--- src/rtl/reduction_stream_acc.sv ---
// Streaming reduction: folds a packet of WIDTH-bit words into one AND/OR/XOR bit (optionally inverted).
// Latency: result valid one cycle after the closing beat is accepted; results are held until out_ready.
// Backpressure: in_ready = !out_valid || out_ready. Optional popcount output enabled by REDUCE_POPCNT_EN.
module reduction_stream_acc #(
   parameter  int WIDTH     = 8,
   parameter  int MAX_WORDS = 16,
   localparam int CNT_W     = $clog2(MAX_WORDS + 1)
) (
   input  logic             clk,
   input  logic             rst_n,
   input  logic             in_valid,
   output logic             in_ready,
   input  logic [WIDTH-1:0] in_data,
   input  logic             in_last,
   input  logic [2:0]       mode,
   output logic             out_valid,
   input  logic             out_ready,
   output logic             out_result,
   output logic [CNT_W-1:0] out_words,
   output logic             out_ovf,
   output logic             out_err
`ifdef REDUCE_POPCNT_EN
   ,output logic [CNT_W+$clog2(WIDTH+1)-1:0] out_ones
`endif
);

   typedef enum logic [0:0] {
      IDLE = 1'b0,
      ACC  = 1'b1
   } state_t;

   state_t           state_q, state_d;
   logic             acc_q, acc_d;
   logic [CNT_W-1:0] cnt_q, cnt_d;
   logic [2:0]       mode_q, mode_d;
   logic             valid_q, valid_d;
   logic             res_q, res_d;
   logic [CNT_W-1:0] words_q, words_d;
   logic             ovf_q, ovf_d;
   logic             err_q, err_d;

   logic             beat;
   logic             start;
   logic [2:0]       eff_mode;
   logic             fold_in;
   logic             acc_nxt;
   logic [CNT_W-1:0] cnt_nxt;
   logic             close;
   logic             inv;
   logic             illegal;

   assign in_ready = !valid_q || out_ready;
   assign beat     = in_valid && in_ready;
   assign start    = (state_q == IDLE);
   // Mode is taken live on the first word of a packet and from the latch afterwards.
   assign eff_mode = start ? mode : mode_q;
   assign inv      = (eff_mode == 3'd3) || (eff_mode == 3'd4) || (eff_mode == 3'd5);
   assign illegal  = (eff_mode == 3'd6) || (eff_mode == 3'd7);
   assign cnt_nxt  = (start ? '0 : cnt_q) + CNT_W'(1);
   // A packet ends on in_last or when it reaches the word limit.
   assign close    = beat && (in_last || (cnt_nxt == CNT_W'(MAX_WORDS)));

   // Fold the current word into the running accumulator, starting from the op identity.
   always_comb begin
      fold_in = start ? ((eff_mode == 3'd0) || (eff_mode == 3'd3)) : acc_q;
      acc_nxt = fold_in | (|in_data);
      case (eff_mode)
         3'd0, 3'd3: acc_nxt = fold_in & (&in_data);
         3'd2, 3'd5: acc_nxt = fold_in ^ (^in_data);
         default:    acc_nxt = fold_in | (|in_data);
      endcase
   end

   // Next-state logic for the packet FSM and the result registers.
   always_comb begin
      state_d = state_q;
      acc_d   = acc_q;
      cnt_d   = cnt_q;
      mode_d  = mode_q;
      valid_d = valid_q;
      res_d   = res_q;
      words_d = words_q;
      ovf_d   = ovf_q;
      err_d   = err_q;
      if (valid_q && out_ready) begin
         valid_d = 1'b0;
      end
      if (beat) begin
         if (close) begin
            state_d = IDLE;
            acc_d   = 1'b0;
            cnt_d   = '0;
            valid_d = 1'b1;
            res_d   = acc_nxt ^ inv;
            words_d = cnt_nxt;
            ovf_d   = !in_last;
            err_d   = illegal;
         end else begin
            state_d = ACC;
            acc_d   = acc_nxt;
            cnt_d   = cnt_nxt;
            mode_d  = eff_mode;
         end
      end
   end

   // State and result registers; reset discards any packet in flight.
   always_ff @(posedge clk or negedge rst_n) begin
      if (!rst_n) begin
         state_q <= IDLE;
         acc_q   <= 1'b0;
         cnt_q   <= '0;
         mode_q  <= 3'd0;
         valid_q <= 1'b0;
         res_q   <= 1'b0;
         words_q <= '0;
         ovf_q   <= 1'b0;
         err_q   <= 1'b0;
      end else begin
         state_q <= state_d;
         acc_q   <= acc_d;
         cnt_q   <= cnt_d;
         mode_q  <= mode_d;
         valid_q <= valid_d;
         res_q   <= res_d;
         words_q <= words_d;
         ovf_q   <= ovf_d;
         err_q   <= err_d;
      end
   end

   assign out_valid  = valid_q;
   assign out_result = res_q;
   assign out_words  = words_q;
   assign out_ovf    = ovf_q;
   assign out_err    = err_q;

`ifdef REDUCE_POPCNT_EN
   localparam int BIT_W = $clog2(WIDTH + 1);
   localparam int POP_W = CNT_W + BIT_W;

   logic [POP_W-1:0] ones_q, ones_d, ones_nxt;
   logic [POP_W-1:0] res_ones_q, res_ones_d;

   function automatic logic [BIT_W-1:0] popcnt(input logic [WIDTH-1:0] v);
      logic [BIT_W-1:0] n;
      n = '0;
      for (int i = 0; i < WIDTH; i++) begin
         n = n + BIT_W'(v[i]);
      end
      return n;
   endfunction

   assign ones_nxt = (start ? '0 : ones_q) + POP_W'(popcnt(in_data));

   // Running count of set bits, transferred to the result register on close.
   always_comb begin
      ones_d     = ones_q;
      res_ones_d = res_ones_q;
      if (beat) begin
         if (close) begin
            ones_d     = '0;
            res_ones_d = ones_nxt;
         end else begin
            ones_d     = ones_nxt;
         end
      end
   end

   // Popcount registers share the reset and load timing of the other results.
   always_ff @(posedge clk or negedge rst_n) begin
      if (!rst_n) begin
         ones_q     <= '0;
         res_ones_q <= '0;
      end else begin
         ones_q     <= ones_d;
         res_ones_q <= res_ones_d;
      end
   end

   assign out_ones = res_ones_q;
`endif

endmodule

--- config.mk ---
export PLATFORM = sky130hd
export DESIGN_NAME = reduction_stream_acc
export DESIGN_NICKNAME = d
export VERILOG_FILES = /design/src/rtl/reduction_stream_acc.sv
export SDC_FILE = /design/constraint.sdc
export NUM_CORES = 1
export LEC_CHECK = 0
export BUFFER_PORTS_ARGS = -buffer_cell sky130_fd_sc_hd__buf_2
export CAP_MARGIN = 20
export CORE_AREA = 3 3 69 58
export DETAILED_ROUTE_END_ITERATION = 10
export DIE_AREA = 0 0 72 61
export GPL_ROUTABILITY_DRIVEN = 0
export GPL_TIMING_DRIVEN = 0
export HOLD_SLACK_MARGIN = 0.12
export PLACE_DENSITY = 0.58
export SETUP_SLACK_MARGIN = 0.2
export SYNTH_ARGS = -nofsm -noshare
export SYNTH_HDL_FRONTEND = slang
export SYNTH_SLANG_ARGS = --single-unit
--- constraint.sdc ---
create_clock -name clk -period 2.2 [get_ports clk]
set_input_delay 0.44 -clock clk [delete_from_list [all_inputs] [get_ports clk]]
set_output_delay 0.44 -clock clk [all_outputs]
set_load 0.02 [all_outputs]
After elaboration in Yosys (flattened, before gate mapping)
Index checks and enable logic that the tools add are counted.
- output and inout port bits: 10
- input port bits: 16
- logic and storage cells: 51
- flip-flop bits (word level): 19
- equal/unequal tests: 7
- mux-type cells: 10
- $add $sub $neg: 1
- reductions and logical operators: 19
- bitwise operators: 5
- operator list (cell ; number):
    $eq 3x3->1 const B ; 4
    $mux 5 ; 2
    $reduce_and 8->1 ; 1
    $reduce_or 8->1 ; 1
    $reduce_xor 8->1 ; 1
    $eq 3x2->1 const B ; 2
    $logic_or 1x1->1 ; 6
    $mux 1 ; 6
    $add 5x1->5 const B ; 1
    $eq 5x5->1 const B ; 1
    $reduce_and 2->1 ; 2
    $reduce_or 2->1 ; 2
    $logic_and 1x1->1 ; 3
    $logic_not 3->1 ; 1
    $mux 3 ; 1
    $logic_not 1->1 ; 2
    $pmux 1 s2 ; 1
    $xor 1x1->1 ; 2
    $and 1x1->1 ; 1
    $not 1->1 ; 1
    $or 1x1->1 ; 1

Logic depth before layout (Yosys ltp)
- depth in word-level cells: 7
- depth in mapped cells: 10
- depth with buffers taken out: 7

Least setup slack after synthesis
Ideal clock, no wire load.
- kind: register to register
- start point: register state_q
- end point: register err_q (netlist: out_err)
- path buffers: 3
- period minus slack after synthesis: 2.132 ns
- stages on the path, launching flop included: 11
- required time: 2.075 ns
- slack: 0.068 ns
- arrival: 2.007 ns
- setup time: 0.125 ns
- cell sequence: dfrtp_1 buf_2 buf_6 and2_1 ha_1 nor2_1 o2bb2ai_1 a41o_1 and2_4 buf_6 mux2_4
- longest elaborated chain between the ends: 6
- elaborated cells between the ends (all ways): 10
- those cells by class: 1 x add/sub; 3 x eq/ne; 2 x mux; 4 x reduce/logical
- RTL lines (item ; line ; text):
    from (decl) ; 32 ; state_t state_q, state_d;
    from (signal assigned) ; 120 ; state_q <= state_d;
    $mux 5 ; 59 ; assign cnt_nxt = (start ? '0 : cnt_q) + CNT_W'(1);
    $add 5x1->5 ; 59 ;
    $eq 5x5->1 ; 61 ; assign close = beat && (in_last || (cnt_nxt == CNT_W'(MAX_WORDS)));
    $logic_or 1x1->1 ; 61 ;
    $logic_and 1x1->1 ; 61 ;
    $reduce_and 2->1 (no source line) ; -- ;
    to (signal assigned) ; 128 ; err_q <= err_d;
    to (decl) ; 40 ; logic err_q, err_d;
Parallel ways exist; a longest one is shown, timed or not.
A chain may end at the register's enable or synchronous reset.

Final worst setup path
Ends and elaborated chain as after synthesis.

==> run summary <==
================================================================================
Die outline area                                                        4390 µm²
CTS max path bufs                                                              2
Half-perimeter wire length after placement                               2090 µm
Num Clock Sinks                                                               19
Data required time of the worst path                                     2.35 ns
Fin crit share                                                             93.9%
Warning count from the yosys run                                               0
Type of element launching the critical path                                 flop
Commonest cells in the synthesized netlist                          19 x dfrtp_1, 13 x nand2_1, 10 x ha_1
Post-Route Utilization                                                     48.5%
Number of top-level pins                                                      26
Overall routing resource usage                                             15.0%
Final count of negative-setup-slack endpoints                                  0
FFs w/ async S/R, synth                                                     100%
VDD IR max                                                              0.367 mV
Storage element area                                                     475 µm²
Maximum number of pins on one net before global-route repair                  20
Total grt overflow                                                             0
#FFs+latches synth                                                            19
Area of the multi-input gates                                            785 µm²
Placed Cells                                                                 195
Post-Synthesis Mean Instance Area                                       9.97 µm²
Layout overhead on the synthesized area                                    29.1%
TritonCTS clock tree                                                       built
Area of the core region                                                 3400 µm²
Post-route cell area                                                    1650 µm²
Worst slew pin tran                                                     0.525 ns
Commonest register cell after synthesis                                  dfrtp_1
Largest driver fanout on the critical path                                     5
Sequential fraction of the synthesis area                                  37.3%
Kind of capture point of the worst setup path                               flop
Initial antenna violation count                                                0
Leading cell type by number of instances after synthesis                 dfrtp_1
Synth Cell Area                                                         1280 µm²
Worst Path Arrival                                                       2.21 ns
Routed len/inst                                                          14.1 µm
Hold-fix buffer count after cts                                                0
Count of buffers from port buffering                                          25
H-tree depth reported by CTS                                                   1
Number of nets in the synthesized netlist                                    154
First-pass GRT wire length                                               5090 µm
RSZ-0062 raised after global routing                                        true
Number of cells in the finished layout apart from fillers                    208
WHS                                                                     0.112 ns
Min-Delay Path Class                                                 in -> async
Total Routed Length                                                      2940 µm
Sum of negative setup slack                                                 0 ns
Number of antenna cells inserted                                               0
Shortest clock period the worst path allows after layout                 2.07 ns
Number of hold violations in the final report                                  0
Die height                                                                 61 µm
Number of remaining DRC errors                                                 0
Drt first pass iters                                                           4
Initial Util                                                               37.5%
Worst setup skew after layout                                         0.00461 ns
Vias in the first global route                                             1,081
Fraction of final layout cells with drive strength greater than 1          39.8%
Filler instances                                                             318
Via count                                                                  1,056
Power density over the cells                                          642 nW/µm²
Root buffer cell                                                        clkbuf_8
Number of max-capacitance violations reported                                  0
Outcome                                                                completed
Cell accounting for the most synthesized area                            dfrtp_1
Number of cells produced by synthesis                                        128
Number of nets in the layout                                                 193
Area share of the largest cell type after synthesis                        37.3%
DRC violation total after the first TritonRoute iteration                     45
Top area cells in the synthesized netlist                           dfrtp_1 37%, ha_1 9.8%, mux2_4 4.7%, mux2_2 4.4%, nand2_1 3.8%
Maximum achievable frequency                                             484 MHz
Site row count                                                                19
Category of the critical setup timing path                            reg -> reg
Number of synthesized flops with an enable pin                                 0
Clock network latency to the later pin of the worst-skew pair            0.26 ns
Leakage                                                                 0.800 nW
Routed via count divided by cell count                                      5.08
Chip Width                                                                 72 µm
Count of distinct cell types in the synthesized netlist                       37
Clock slew at reported path FFs                                          0.07 ns
TritonCTS buffer count                                                         3
Antenna Violating Nets Remaining                                               0
Normalized max-slew margin                                                 65.0%
Slew Limit Fails                                                               0
DP Area                                                                 1470 µm²
================================================================================
## path summary, 6_finish.rpt
path | depth (start not counted) | slack, ns | start | endpoint
max | 10 | 0.13 | state_q | out_err
min | 1 | 0.11 | rst_n | out_err
max reg2reg | 10 | 0.13 | state_q | out_err
min reg2reg | 1 | 0.51 | out_err | out_err
max in group asynchronous | 1 | 1.78 | rst_n | cnt_q[1]
min in group clk | 2 | 0.38 | in_last | out_ovf
## flip-flops by register name, summed over array words and instances (netlist names)
signal      cells
mode_q          3
out_result      1
out_err         1
acc_q           1
out_ovf         1
out_words       5
state_q         1
out_valid       1
cnt_q           5
## timing repair
| action | 4_1_cts | 5_1_grt |
|---|---|---|
| resized for setup | 4 | 12 |
| setup buffers | 8 | 1 |
| setup endpoints to repair | 9 | 14 |
| pin swaps | 3 | 5 |
## layout by cell type, fill, tap and decap left out, types with 2 or more instances in the layout
master	count
mux2i_1	2
mux2_4	4
buf_2	25
o21ai_0	4
clkbuf_1	2
nor2_2	2
inv_1	9
clkbuf_8	3
a21oi_1	8
o2bb2ai_1	2
a32o_1	2
and2_4	3
nor3_1	3
nor2_1	5
xnor2_1	4
ha_1	9
mux2_2	5
buf_4	9
buf_6	4
dfrtp_1	19
nand4_1	2
nand2_1	13
o31ai_2	2
nand2b_1	2
xor2_1	3
## cell families (layout without fill, tap and decap cells)
family | Yosys count | in the layout | share of synthesized area (%)
AOI/OAI and AO/OA | 28 | 28 | 14.8
xor gates and xnor gates | 8 | 8 | 6.57
adders and majority gates | 10 | 10 | 9.80
buffers and inverters | 15 | 53 | 6.27
DFF | 19 | 19 | 37.3
muxes | 12 | 12 | 11.5
and+or+nand+nor | 36 | 36 | 13.8
## area by class of cell
| type | instances | area share [%] |
|---|---|---|
| multi-input combinational | 94 | 47.6 |
| sequential | 19 | 28.9 |
| timing repair buffer | 34 | 11.9 |
| buffer | 6 | 3.64 |
| tap | 42 | 3.19 |
| clock buffer | 4 | 2.73 |
| inverter | 9 | 2.05 |
## layer usage
layer / up-vias / track usage (%) / share of wire [%]
li1: 528 / - / -
met1: 499 / 20.6 / 49
met2: 25 / 23.8 / 46
met3: 4 / 4.30 / 4.9
met4: 0 / 3.22 / 0.85
met5: - / 0 / 0
## power by group
| group | switching [W] | total [W] | leakage [nW] | internal [W] |
|---|---|---|---|---|
| clock network | 0.000116 | 0.000245 | 0.0228 | 0.000129 |
| logic | 0.000205 | 0.000378 | 0.535 | 0.000173 |
| registers | 0.0000353 | 0.000436 | 0.243 | 0.000401 |
## metrics by stage
step           power (W)  worst slack (ns)
3_5_place_dp    0.000771           -0.0206
6_report         0.00106             0.134
3_3_place_gp    0.000759            0.0603
2_1_floorplan   0.000672             0.215
5_1_grt          0.00113            0.0623
4_1_cts          0.00104             0.124
## critical path, cell delays in order (launching register included)
cell	delay [ns]
dfrtp_1	0.38
buf_6	0.12
buf_8	0.11
and2_4	0.14
ha_4	0.16
nor2_2	0.07
o2bb2ai_1	0.12
a41o_1	0.26
and2_4	0.17
buf_6	0.12
mux2_4	0.29
(Power assumes the default switching activity.)
